==> src/rtl/or1200_if_buf_pkg.sv <==
// ---------------------------------------------------------------------------
// or1200_if_buf_pkg
// Shared types and constants for the IF skid buffer:
//   entry_t     - one buffered fetch {insn, pc, err}
//   state_t     - buffer occupancy (EMPTY / ONE / TWO)
//   NOP_INSN_DEFAULT - void l.nop shown to ctrl when nothing valid is held
//   make_entry  - builds an entry from a fetch, replacing the word on bus error
// ---------------------------------------------------------------------------
package or1200_if_buf_pkg;

    localparam logic [31:0] NOP_INSN_DEFAULT = 32'h1541_0000;

    typedef struct packed {
        logic [31:0] insn;
        logic [31:0] pc;
        logic        err;
    } entry_t;

    typedef enum logic [1:0] {
        EMPTY = 2'd0,
        ONE   = 2'd1,
        TWO   = 2'd2
    } state_t;

    // A faulting fetch carries no usable instruction word, so a nop is stored
    // in its place and only the error flag and address survive.
    function automatic entry_t make_entry(input logic [31:0] dat,
                                          input logic [31:0] adr,
                                          input logic        err,
                                          input logic [31:0] nop);
        entry_t e;
        e.insn = err ? nop : dat;
        e.pc   = adr;
        e.err  = err;
        return e;
    endfunction

endpackage

==> src/rtl/or1200_if_buf.sv <==
// ---------------------------------------------------------------------------
// or1200_if_buf
// Two-entry FIFO skid buffer between the IC/IMMU fetch path and or1200_ctrl.
// Optional feature macro: OR1200_IF_BUF_BYPASS_EN (0-cycle latency when empty).
//
// Ports
//   clk            in   clock, all logic on posedge
//   rst            in   synchronous reset, active low
//   icpu_dat_i     in   fetched instruction word
//   icpu_adr_i     in   address of icpu_dat_i
//   icpu_ack_i     in   fetch data valid this cycle
//   icpu_err_i     in   bus error accompanying the ack
//   if_freeze      in   stall IF->ID hand-off
//   if_flushpipe   in   discard everything buffered (and a same-cycle ack)
//   if_insn        out  instruction presented to ctrl (nop when none)
//   if_pc          out  PC of if_insn (holds last value when empty)
//   if_valid       out  if_insn is a real fetched instruction
//   except_ibuserr out  bus error tagged to if_insn
//   if_full        out  both entries occupied, genpc must stop fetching
// ---------------------------------------------------------------------------
module or1200_if_buf
    import or1200_if_buf_pkg::*;
#(
    parameter logic [31:0] NOP_INSN = NOP_INSN_DEFAULT,
    parameter int          DEPTH    = 2
) (
    input  logic        clk,
    input  logic        rst,
    input  logic [31:0] icpu_dat_i,
    input  logic [31:0] icpu_adr_i,
    input  logic        icpu_ack_i,
    input  logic        icpu_err_i,
    input  logic        if_freeze,
    input  logic        if_flushpipe,
    output logic [31:0] if_insn,
    output logic [31:0] if_pc,
    output logic        if_valid,
    output logic        except_ibuserr,
    output logic        if_full
);

    localparam logic [1:0] FULL_CNT = DEPTH[1:0];

    state_t state_q, state_d;
    entry_t head_q, head_d;
    entry_t tail_q, tail_d;
    logic   full_q, full_d;

    entry_t new_e;
    logic   accept, consume, bypass;

    assign new_e   = make_entry(icpu_dat_i, icpu_adr_i, icpu_err_i, NOP_INSN);
    // An ack while full has nowhere to go and is dropped.
    assign accept  = icpu_ack_i & ~if_flushpipe & ~full_q;
    assign consume = ~if_freeze & (state_q != EMPTY);

`ifdef OR1200_IF_BUF_BYPASS_EN
    assign bypass = accept & ~if_freeze & (state_q == EMPTY);
`else
    assign bypass = 1'b0;
`endif

    always_comb begin
        state_d = state_q;
        head_d  = head_q;
        tail_d  = tail_q;
        if (if_flushpipe) begin
            // head pc is kept so if_pc holds its last value after the flush
            state_d = EMPTY;
        end else begin
            case (state_q)
                EMPTY: begin
                    if (bypass) begin
                        // consumed on the fly; only the pc is kept for if_pc
                        head_d.pc = new_e.pc;
                    end else if (accept) begin
                        head_d  = new_e;
                        state_d = ONE;
                    end
                end
                ONE: begin
                    if (accept && consume) begin
                        head_d = new_e;
                    end else if (accept) begin
                        tail_d  = new_e;
                        state_d = TWO;
                    end else if (consume) begin
                        state_d = EMPTY;
                    end
                end
                TWO: begin
                    if (consume) begin
                        head_d  = tail_q;
                        state_d = ONE;
                    end
                end
                default: state_d = EMPTY;
            endcase
        end
        full_d = (state_d == FULL_CNT);
    end

    always_ff @(posedge clk) begin
        if (!rst) begin
            state_q <= EMPTY;
            head_q  <= '{insn: NOP_INSN, pc: 32'h0, err: 1'b0};
            tail_q  <= '{insn: NOP_INSN, pc: 32'h0, err: 1'b0};
            full_q  <= 1'b0;
        end else begin
            state_q <= state_d;
            head_q  <= head_d;
            tail_q  <= tail_d;
            full_q  <= full_d;
        end
    end

    always_comb begin
        if (bypass) begin
            if_insn        = new_e.insn;
            if_pc          = new_e.pc;
            if_valid       = 1'b1;
            except_ibuserr = new_e.err;
        end else if (state_q != EMPTY) begin
            if_insn        = head_q.insn;
            if_pc          = head_q.pc;
            if_valid       = 1'b1;
            except_ibuserr = head_q.err;
        end else begin
            if_insn        = NOP_INSN;
            if_pc          = head_q.pc;
            if_valid       = 1'b0;
            except_ibuserr = 1'b0;
        end
    end

    assign if_full = full_q;

    // genpc must not issue a fetch that returns while the buffer is full.
    ack_when_full: assert property (@(posedge clk) disable iff (!rst)
        !(icpu_ack_i && full_q && !if_flushpipe));

endmodule

==> config.mk <==
export PLATFORM = sky130hd
export DESIGN_NAME = or1200_if_buf
export DESIGN_NICKNAME = d
export VERILOG_FILES = /design/src/rtl/or1200_if_buf_pkg.sv /design/src/rtl/or1200_if_buf.sv
export SDC_FILE = /design/constraint.sdc
export NUM_CORES = 1
export LEC_CHECK = 0
export CELL_PAD_IN_SITES_DETAIL_PLACEMENT = 1
export CELL_PAD_IN_SITES_GLOBAL_PLACEMENT = 1
export CORE_MARGIN = 4
export CORE_UTILIZATION = 37
export DETAILED_ROUTE_END_ITERATION = 10
export PLACE_DENSITY_LB_ADDON = 0.1
export SYNTH_ARGS = -nofsm -noshare
export SYNTH_HDL_FRONTEND = slang
export SYNTH_SLANG_ARGS = --single-unit
==> constraint.sdc <==
create_clock -name clk -period 2.02 [get_ports clk]
set_clock_uncertainty 0.1 [all_clocks]
set_input_delay 0.404 -clock clk [delete_from_list [all_inputs] [get_ports clk]]
set_output_delay 0.404 -clock clk [all_outputs]
set_load 0.1 [all_outputs]
==> reports/qor.csv, run 1 <==
metric,value,unit
status,"complete, but fails checks",
violated checks,negative setup slack,
Synth area leader,dfxtp_1,
Most used DFF post-synth,dfxtp_1,
PortBufs,136,
simple logic cell fraction of the synthesized area,0.2327,
"top cells by area, synth","dfxtp_1, o211a_1, nand2_1",
die area,18720,um2
H-tree lvl count,4,
Setup crit end kind,output pin,
worst relative slew slack,0.7628,
Final Cycle Share,1.000,
compound-cell area share of the yosys netlist,0.2394,
total grt overflow,0,
Residual DRC,0,
distinct cell type count of the synthesized netlist,27,
hold depth,2,
vias per cell,5.084,
die width,136.8,um
# fillers,1764,
syn_nets,833,
CORE AREA,16060,um2
first-pass GRT wire length,30.04,mm
Die Ht,136.8,um
Hold Path Sink,tail_q[57]$_SDFFE_PN1P_,
Initial Util,0.3824,
Total Power,7589,uW
"Clk Latency, worst-skew pair",0.42,ns
number of DRC markers in iteration 0,169,
Setup CP Type,reg -> out,
CP Launch Type,register,
Synth top cells by count,"dfxtp_1, nand2_1, nor2_1, o21ai_0, o211a_1",
Mapped Area,6141,um2
RR Startpoint,state_q[1]$_SDFF_PN0_,
"FFs w/ async S/R, synth",0,
pwr/cell area,831.0,nW/um2
CTS tree,built,
Total GRT Usage,0.2026,
r2r endpoint,tail_q[7]$_SDFFE_PN0P_,
final antenna-violating net count,0,
"setup slack, reg-to-reg",0.11,ns
Max Cap Viol,0,
Cells after Synth,763,
clk buf depth,2,
CP Data Required Time,1.52,ns
via count,5597,
Inst Count DP,1060,
post-synthesis mux area share,0.003667,
clock sink total,133,
first-pass iteration count of the detailed router,4,
number of I/O pins,137,
HPWL Detailed,12.37,mm
Hold Startpoint,rst,
unrepaired setup endpoints after global routing,true,
CP arrival,1.52,ns
Synth Area in XOR/XNOR,0,
WL/cell,17.13,um
highest clock rate,0.4948,GHz
"count leader, synth",dfxtp_1,
CTS Root Buffer Type,clkbuf_16,
pin count of the biggest net entering global routing,83,
peak supply drop,0.6413,mV
"Seq/Total Area, Yosys",0.4336,
largest family of logic cells by synthesized area,compound AO/OA/AOI/OAI gates,
worst min path class,in -> reg,
number of global-route vias before repair,5985,
Core Rows,46,
Syn Area/Cell,8.048,um2
final setup fails,1,
Yosys Warn Count,0,
Tmin final,2.021,ns
Layout Area Growth over Synthesis,48.72,%
synthesis-stage register bit count,133,
share of cells above drive strength 1,0.2217,
worst-path maximum fanout,5,
R2R depth,5,
Worst-Margin Slew,0.3557,ns
synthesized-area fraction occupied by adder cells,0,
CTS Buf Count,17,
Post-synth EDFFs,0,
final number of max-transition violations,0,
leakage power,0.004127,uW
final hold viol count,0,
initial antenna violation count,1,
Worst Slack Setup Final,-0.0009318,ns
GP Congestion,0.7580,
clk slew on worst S/H paths,0.06,ns
Non-Filler Instances,1101,
# nets final,941,
final wirelength,18.86,mm
Synth top area share,0.4336,
==> cell families (layout without fill, tap and decap cells) <==
logic type	Yosys count	count (layout)
mux	2	2
buf+inv	102	223
other cells	0	1
flops	133	133
simple gates	328	328
compound gates	198	198
==> layout make-up <==
cell class / count / area [um2] / area share
Sequential cell: 133 / 2669 / 0.2922
Antenna cell: 1 / 2.502 / 0.0002740
Clock inverter: 11 / 195.2 / 0.02137
Multi-Input combinational cell: 528 / 3243 / 0.3551
Inverter: 6 / 26.28 / 0.002877
Clock buffer: 21 / 480.5 / 0.05261
Tap cell: 216 / 270.3 / 0.02959
Timing Repair Buffer: 185 / 2246 / 0.2459
==> flip-flops by register name, indices dropped and copies added, names as in the netlist <==
name / flops
tail_q: 65
head_q: 33
if_pc: 32
state_q: 2
if_full: 1
==> worst max-delay path by stage <==
stage                              endpoint  slack (ns)                  start  cells after the start
floorplan                       if_insn[16]       -0.31  state_q[1]$_SDFF_PN0_                      5
global placement    head_q[51]$_SDFFE_PN0P_       -0.27              if_freeze                      7
detailed placement   tail_q[0]$_SDFFE_PN0P_       -0.31              if_freeze                      6
CTS                             if_insn[27]       -0.07  state_q[0]$_SDFF_PN0_                      6
global route                 except_ibuserr       -0.07  state_q[0]$_SDFF_PN0_                      5
finish                       except_ibuserr     -0.0009  state_q[0]$_SDFF_PN0_                      5
==> per-layer routing <==
layer,track usage,wire length [um],vias to the layer above
li1,-,-,2735
met1,0.2349,8109,2722
met2,0.3710,9668,113
met3,0.04007,700,27
met4,0.06874,382,0
met5,0,0,-
==> cell usage in the layout (no fill, tap or decap), types with 5 or more instances in the layout <==
cell / netlist / layout
clkbuf_16: 0 / 18
dfxtp_1: 133 / 130
inv_1: 6 / 5
clkdlybuf4s50_1: 0 / 68
nor2b_1: 56 / 27
buf_12: 0 / 50
bufinv_16: 0 / 5
nand3_1: 5 / 5
nor2b_4: 0 / 26
nor2_1: 122 / 121
a21boi_0: 14 / 14
o211a_1: 60 / 60
o21ai_0: 65 / 65
nand2_8: 0 / 5
or3_1: 5 / 5
nand2_1: 131 / 126
o211ai_1: 10 / 10
buf_4: 36 / 63
a21boi_1: 46 / 46
==> worst max-delay path, stage by stage, from the launching register on <==
cell and delay [ns]:
dfxtp_2 0.37, nor2_4 0.07, buf_4 0.16, clkbuf_16 0.17
nor2b_4 0.14, buf_12 0.18
==> where the power goes <==
group          total, uW  internal, uW  switching (uW)
clock               3530          2330            1200
sequential          2780          2730            55.8
combinational       1280           496             782
==> repair_timing <==
action,4_1_cts,5_1_grt
buffers inserted,6,0
cloned,2,1
setup endpoints to repair,47,35
endpoints found under the hold margin,0,0
pin swaps,1,1
hold buffers,0,0
gates resized for setup,14,7
==> stage by stage <==
stage	util	instance area [um2]	setup WS, ns	hold slack [ns]	setup TNS [ns]
floorplan	-	6426	-0.3119	0.3354	-4.768
global placement	0.5144	8260	-0.2714	0.3412	-25.55
detailed placement	0.5144	8260	-0.3092	0.3468	-31.53
CTS	0.5655	9080	-0.06772	0.2076	-1.538
global route	0.5687	9133	-0.07013	0.2156	-1.313
finish	0.5687	9133	-0.0009318	0.2166	-0.0009318
(Power assumes the default switching activity.)
==> run 2, diff against run 1 <==
--- a/config.mk
+++ b/config.mk
@@ -10,7 +10,8 @@
 export CORE_MARGIN = 4
 export CORE_UTILIZATION = 37
 export DETAILED_ROUTE_END_ITERATION = 10
-export PLACE_DENSITY_LB_ADDON = 0.1
+export GPL_TIMING_DRIVEN = 0
+export PLACE_DENSITY_LB_ADDON = 0.12
 export SYNTH_ARGS = -nofsm -noshare
 export SYNTH_HDL_FRONTEND = slang
 export SYNTH_SLANG_ARGS = --single-unit
==> run 2 against run 1 <==
Compared with the run above:
- the run still ends with negative setup slack left
- sequential cell count did not move
- sequential share of layout area fell by 0.50 points
- worst hold slack improved by 0.048 ns
- via count rose by 4.0%
- first-iteration DRC count rose by 6.5%
- sequential power barely moved
- non-clock buffer count rose by 56
- clock power fell by 7.4%
- final cell count rose by 4.9%
- critical path type unchanged
- critical endpoint is now if_insn[27]
- highest routed layer unchanged
==> reports/qor.csv, run 2 (same netlist as run 1, synthesis figures left out) <==
metric,value,unit
number of global-route vias before repair,6287,
"setup slack, reg-to-reg",0.04,ns
"Cell Chain, Critical Path",buf_6 > nor2_4 > clkbuf_16 > buf_4 > nor2b_2 > buf_6,
# hold bufs at CTS,0,
"Clk Latency, worst-skew pair",0.42,ns
clk slew on worst S/H paths,0.05,ns
family with the most delay on the worst path,buffers and inverters,
Core Rows,46,
total grt overflow,0,
Critical-path top delay cell,dfxtp_1,
# fillers,1805,
Final Cycle Share,1.071,
leakage power,0.004213,uW
vias per cell,5.038,
Seq pwr share,0.378,
biggest cell delay along the critical path,0.33,ns
switching power,2008,uW
first-pass iteration count of the detailed router,4,
CORE AREA,16060,um2
CTS Buf Count,17,
Inst Count DP,1113,
number of DRC markers in iteration 0,180,
dpl ws,-1.459,ns
clk buf depth,2,
"Most flops, register",tail_q,
worst path bufs/invs,4,
final wirelength,20.20,mm
Total GRT Usage,0.2187,
peak supply drop,0.6213,mV
Initial Util,0.3824,
R2R depth,8,
total internal power,5363,uW
max reg flops,65,
Residual DRC,0,
worst-path maximum fanout,8,
switching part of the total,0.2724,
Total Power,7371,uW
CP Data Required Time,1.52,ns
final antenna-violating net count,0,
Worst Slack Setup Final,-0.1432,ns
final number of max-transition violations,0,
worst min path class,in -> reg,
highest clock rate,0.4623,GHz
Die Ht,136.8,um
CTS tree,built,
pwr/cell area,794.4,nW/um2
worst relative slew slack,0.6196,
GP Congestion,0.7646,
# nets final,997,
number of I/O pins,137,
Worst-Margin Slew,0.5706,ns
RR Startpoint,state_q[1]$_SDFF_PN0_,
via count,5819,
Setup CP Type,reg -> out,
initial antenna violation count,0,
PortBufs,134,
H-tree lvl count,4,
pin count of the biggest net entering global routing,17,
first-pass GRT wire length,32.09,mm
Tmin final,2.163,ns
CTS Root Buffer Type,clkbuf_16,
final setup fails,33,
Hold Path Sink,if_full$_SDFF_PN0_,
r2r endpoint,head_q[52]$_SDFFE_PN0P_,
Layout Area Growth over Synthesis,51.10,%
share of total power in combinational logic,0.178,
WL/cell,17.49,um
crit path from,state_q[1]$_SDFF_PN0_,
HPWL Detailed,14.41,mm
unrepaired setup endpoints after global routing,true,
share of cells above drive strength 1,0.2354,
Max Cap Viol,0,
most frequent CP cell,buf_6,
final hold viol count,0,
most frequent cells in the layout,"dfxtp_1, nand2_1, nor2_1",
Clock power frac,0.444,
Hold Startpoint,if_freeze,
Non-Filler Instances,1155,
hold depth,2,
ant diodes,0,
CP arrival,1.66,ns
"most common cell after layout, fill and taps aside",dfxtp_1,
Setup crit end kind,output pin,
die width,136.8,um
clock sink total,133,
CP Launch Type,register,
violated checks,negative setup slack,
die area,18720,um2
status,"complete, but fails checks",
run 2: worst max path at each step:
| stage | end | slack (ns) | cells after the start |
|---|---|---|---|
| after floorplan | if_insn[16] | -0.31 | 5 |
| after global placement | if_insn[14] | -1.41 | 5 |
| after detailed placement | if_insn[15] | -1.46 | 5 |
| after CTS | if_insn[16] | -0.21 | 7 |
| after global routing | if_insn[27] | -0.19 | 6 |
| final | if_insn[27] | -0.14 | 6 |
run 2: worst reg2reg max path, cell delays in order, from the launching register on:
cell and delay [ns]:
dfxtp_1 0.31, buf_6 0.13, buf_4 0.15, nor4b_2 0.31
a21o_1 0.22, buf_6 0.18, buf_4 0.18, o21ai_0 0.13
o211a_1 0.17
run 2: timing repair:
action	4_1_cts	5_1_grt
resized for setup	384	58
buffers inserted	1	10
endpoints found under the setup margin	142	158
gates cloned	1	0
pin swaps	0	1
run 2: metrics by stage:
stage | hold slack, ns | setup TNS (ns) | utilization | area [um2]
after global routing | 0.2771 | -4.408 | 0.5778 | 9279
after global placement | 0.3415 | -79.87 | 0.5005 | 8038
after detailed placement | 0.3475 | -95.23 | 0.5005 | 8038
after CTS | 0.2864 | -5.398 | 0.5595 | 8985
after floorplan | 0.3354 | -4.768 | - | 6426
final | 0.2648 | -2.722 | 0.5778 | 9279
run 2: cell type report:
class | instances | area, um2 | share of cell area
Clock inverter | 9 | 151.4 | 0.01632
Buffer | 95 | 633.1 | 0.06823
Timing Repair Buffer | 146 | 1834 | 0.1977
Inverter | 6 | 26.28 | 0.002832
Sequential cell | 133 | 2665 | 0.2872
Multi-Input combinational cell | 528 | 3234 | 0.3486
Clock buffer | 22 | 464.2 | 0.05003
Tap cell | 216 | 270.3 | 0.02913
run 2: routing by layer:
layer  track usage  routed length, um
met1        0.2541               8310
met2        0.4042              10520
met3       0.04044                996
met4       0.06984                374
met5             0                  0
run 2: power by group through the flow:
stage / combinational (uW) / sequential, uW / clock (uW)
after floorplan: 868 / 2820 / 0
after global placement: 1210 / 2830 / 0
after detailed placement: 1230 / 2840 / 0
after CTS: 1270 / 2790 / 3310
after global routing: 1390 / 2800 / 3440
final: 1310 / 2790 / 3270
==> run 3, diff against run 2 <==
--- a/config.mk
+++ b/config.mk
@@ -12,6 +12,8 @@
 export DETAILED_ROUTE_END_ITERATION = 10
 export GPL_TIMING_DRIVEN = 0
 export PLACE_DENSITY_LB_ADDON = 0.12
+export REMOVE_ABC_BUFFERS = 1
+export SLEW_MARGIN = 10
 export SYNTH_ARGS = -nofsm -noshare
 export SYNTH_HDL_FRONTEND = slang
 export SYNTH_SLANG_ARGS = --single-unit
==> run 3 against run 2 <==
Compared with the run above:
- the run now ends clean
- sequential share of layout area grew 2.4 points
- non-clock buffer count shrank 78
- global-route usage grew 0.21 points
==> reports/qor.csv, run 3 (same netlist as run 1, synthesis figures left out) <==
metric,value,unit
status,"finished, final reports clean",
total grt overflow,0,
WL/cell,19.74,um
CTS Buf Count,17,
Setup CP Type,reg -> out,
Max Cap Viol,0,
GP Congestion,0.7273,
Residual DRC,0,
max reg flops,65,
R2R depth,6,
final wirelength,21.36,mm
number of DRC markers in iteration 0,254,
die area,18720,um2
worst relative slew slack,0.4237,
final number of max-transition violations,0,
CTS tree,built,
Worst-Margin Slew,0.8644,ns
final antenna-violating net count,0,
Final Cycle Share,0.9760,
HPWL Detailed,11.64,mm
Min Hold Slack,0.3538,ns
final hold viol count,0,
number of global-route vias before repair,6127,
Tmin final,1.972,ns
"Clk Latency, worst-skew pair",0.41,ns
share of cells above drive strength 1,0.1905,
Layout Area Growth over Synthesis,39.89,%
H-tree lvl count,4,
CP Data Required Time,1.52,ns
vias per cell,5.273,
Setup crit end kind,output pin,
CORE AREA,16060,um2
final setup fails,0,
first-pass iteration count of the detailed router,4,
Total GRT Usage,0.2209,
# hold bufs at CTS,0,
hold depth,2,
worst-path maximum fanout,10,
CP arrival,1.47,ns
via count,5705,
ant diodes,0,
Die Ht,136.8,um
first-pass GRT wire length,32.31,mm
peak supply drop,0.5483,mV
PortBufs,136,
# nets final,924,
initial antenna violation count,0,
clk buf depth,2,
most frequent cells in the layout,"dfxtp_1, nand2_1, nor2_1",
"most common cell after layout, fill and taps aside",dfxtp_1,
pin count of the biggest net entering global routing,82,
CP Launch Type,register,
Initial Util,0.3824,
unrepaired setup endpoints after global routing,true,
# fillers,1779,
die width,136.8,um
clk slew on worst S/H paths,0.06,ns
Core Rows,46,
"Most flops, register",tail_q,
pwr/cell area,826.5,nW/um2
Setup Total Neg Slack,0,ns
highest clock rate,0.5072,GHz
clock sink total,133,
CTS Root Buffer Type,clkbuf_16,
number of I/O pins,137,
leakage power,0.003881,uW
worst min path class,reg -> reg,
"Core Util, Final",0.5350,
run 3: changes by cell type in the layout (fill, tap and decap cells not counted), moves of 15 or more:
cell      before  now
buf_4         48   18
clkbuf_1      26    2
nor2b_4       27    6
buf_12        33   15
nor2b_2        1   16
run 3: repair_timing:
action,CTS,global route
buffers inserted,11,3
resized for setup,354,55
pin swaps,7,2
setup endpoints to repair,197,112
cloned,4,2
run 3: worst max-delay path, cell delays in order, from the launching register on:
cell and delay (ns):
dfxtp_4 0.43, nor2_4 0.09, buf_12 0.16, nor2b_2 0.18
buf_12 0.19
run 3: path summary, 6_finish.rpt:
kind                        endpoint                     from  slack, ns
max reg2reg    if_pc[9]$_SDFFE_PN0P_    state_q[1]$_SDFF_PN0_       0.09
min          tail_q[31]$_SDFFE_PN0P_  tail_q[31]$_SDFFE_PN0P_       0.35
min reg2reg  tail_q[31]$_SDFFE_PN0P_  tail_q[31]$_SDFFE_PN0P_       0.35
max                      if_insn[15]    state_q[0]$_SDFF_PN0_       0.05
run 3: stage by stage:
step	power, uW	setup slack (ns)	cell area [um2]	instances
finish	7100	0.04840	8591	1082
global placement	3916	-9.076	7238	1019
detailed placement	3937	-1.262	7458	1033
floorplan	3519	-4.131	5607	667
CTS	7124	0.003483	8337	1079
global route	7361	-0.04602	8591	1082
run 3: area by class of cell:
class	count	area [um2]	area share
Multi-Input combinational cell	533	3147	0.3663
Sequential cell	133	2670	0.3108
Timing Repair Buffer	163	1891	0.2201
Clock buffer	21	460.4	0.05360
Tap cell	216	270.3	0.03146
Clock inverter	10	130.1	0.01515
Inverter	6	22.52	0.002622
run 3: routing by layer:
layer,vias up,track usage,share of wire
li1,2702,-,-
met1,2858,0.2570,0.43
met2,123,0.3951,0.51
met3,22,0.05956,0.049
met4,0,0.06763,0.012
met5,-,0,0
run 3: report_power, final:
group          internal (uW)  switching [uW]  leakage (uW)
logic                    417             774       0.00251
registers               2730            56.3       0.00109
clock network           1990            1140      0.000288
total                   5130            1970       0.00388
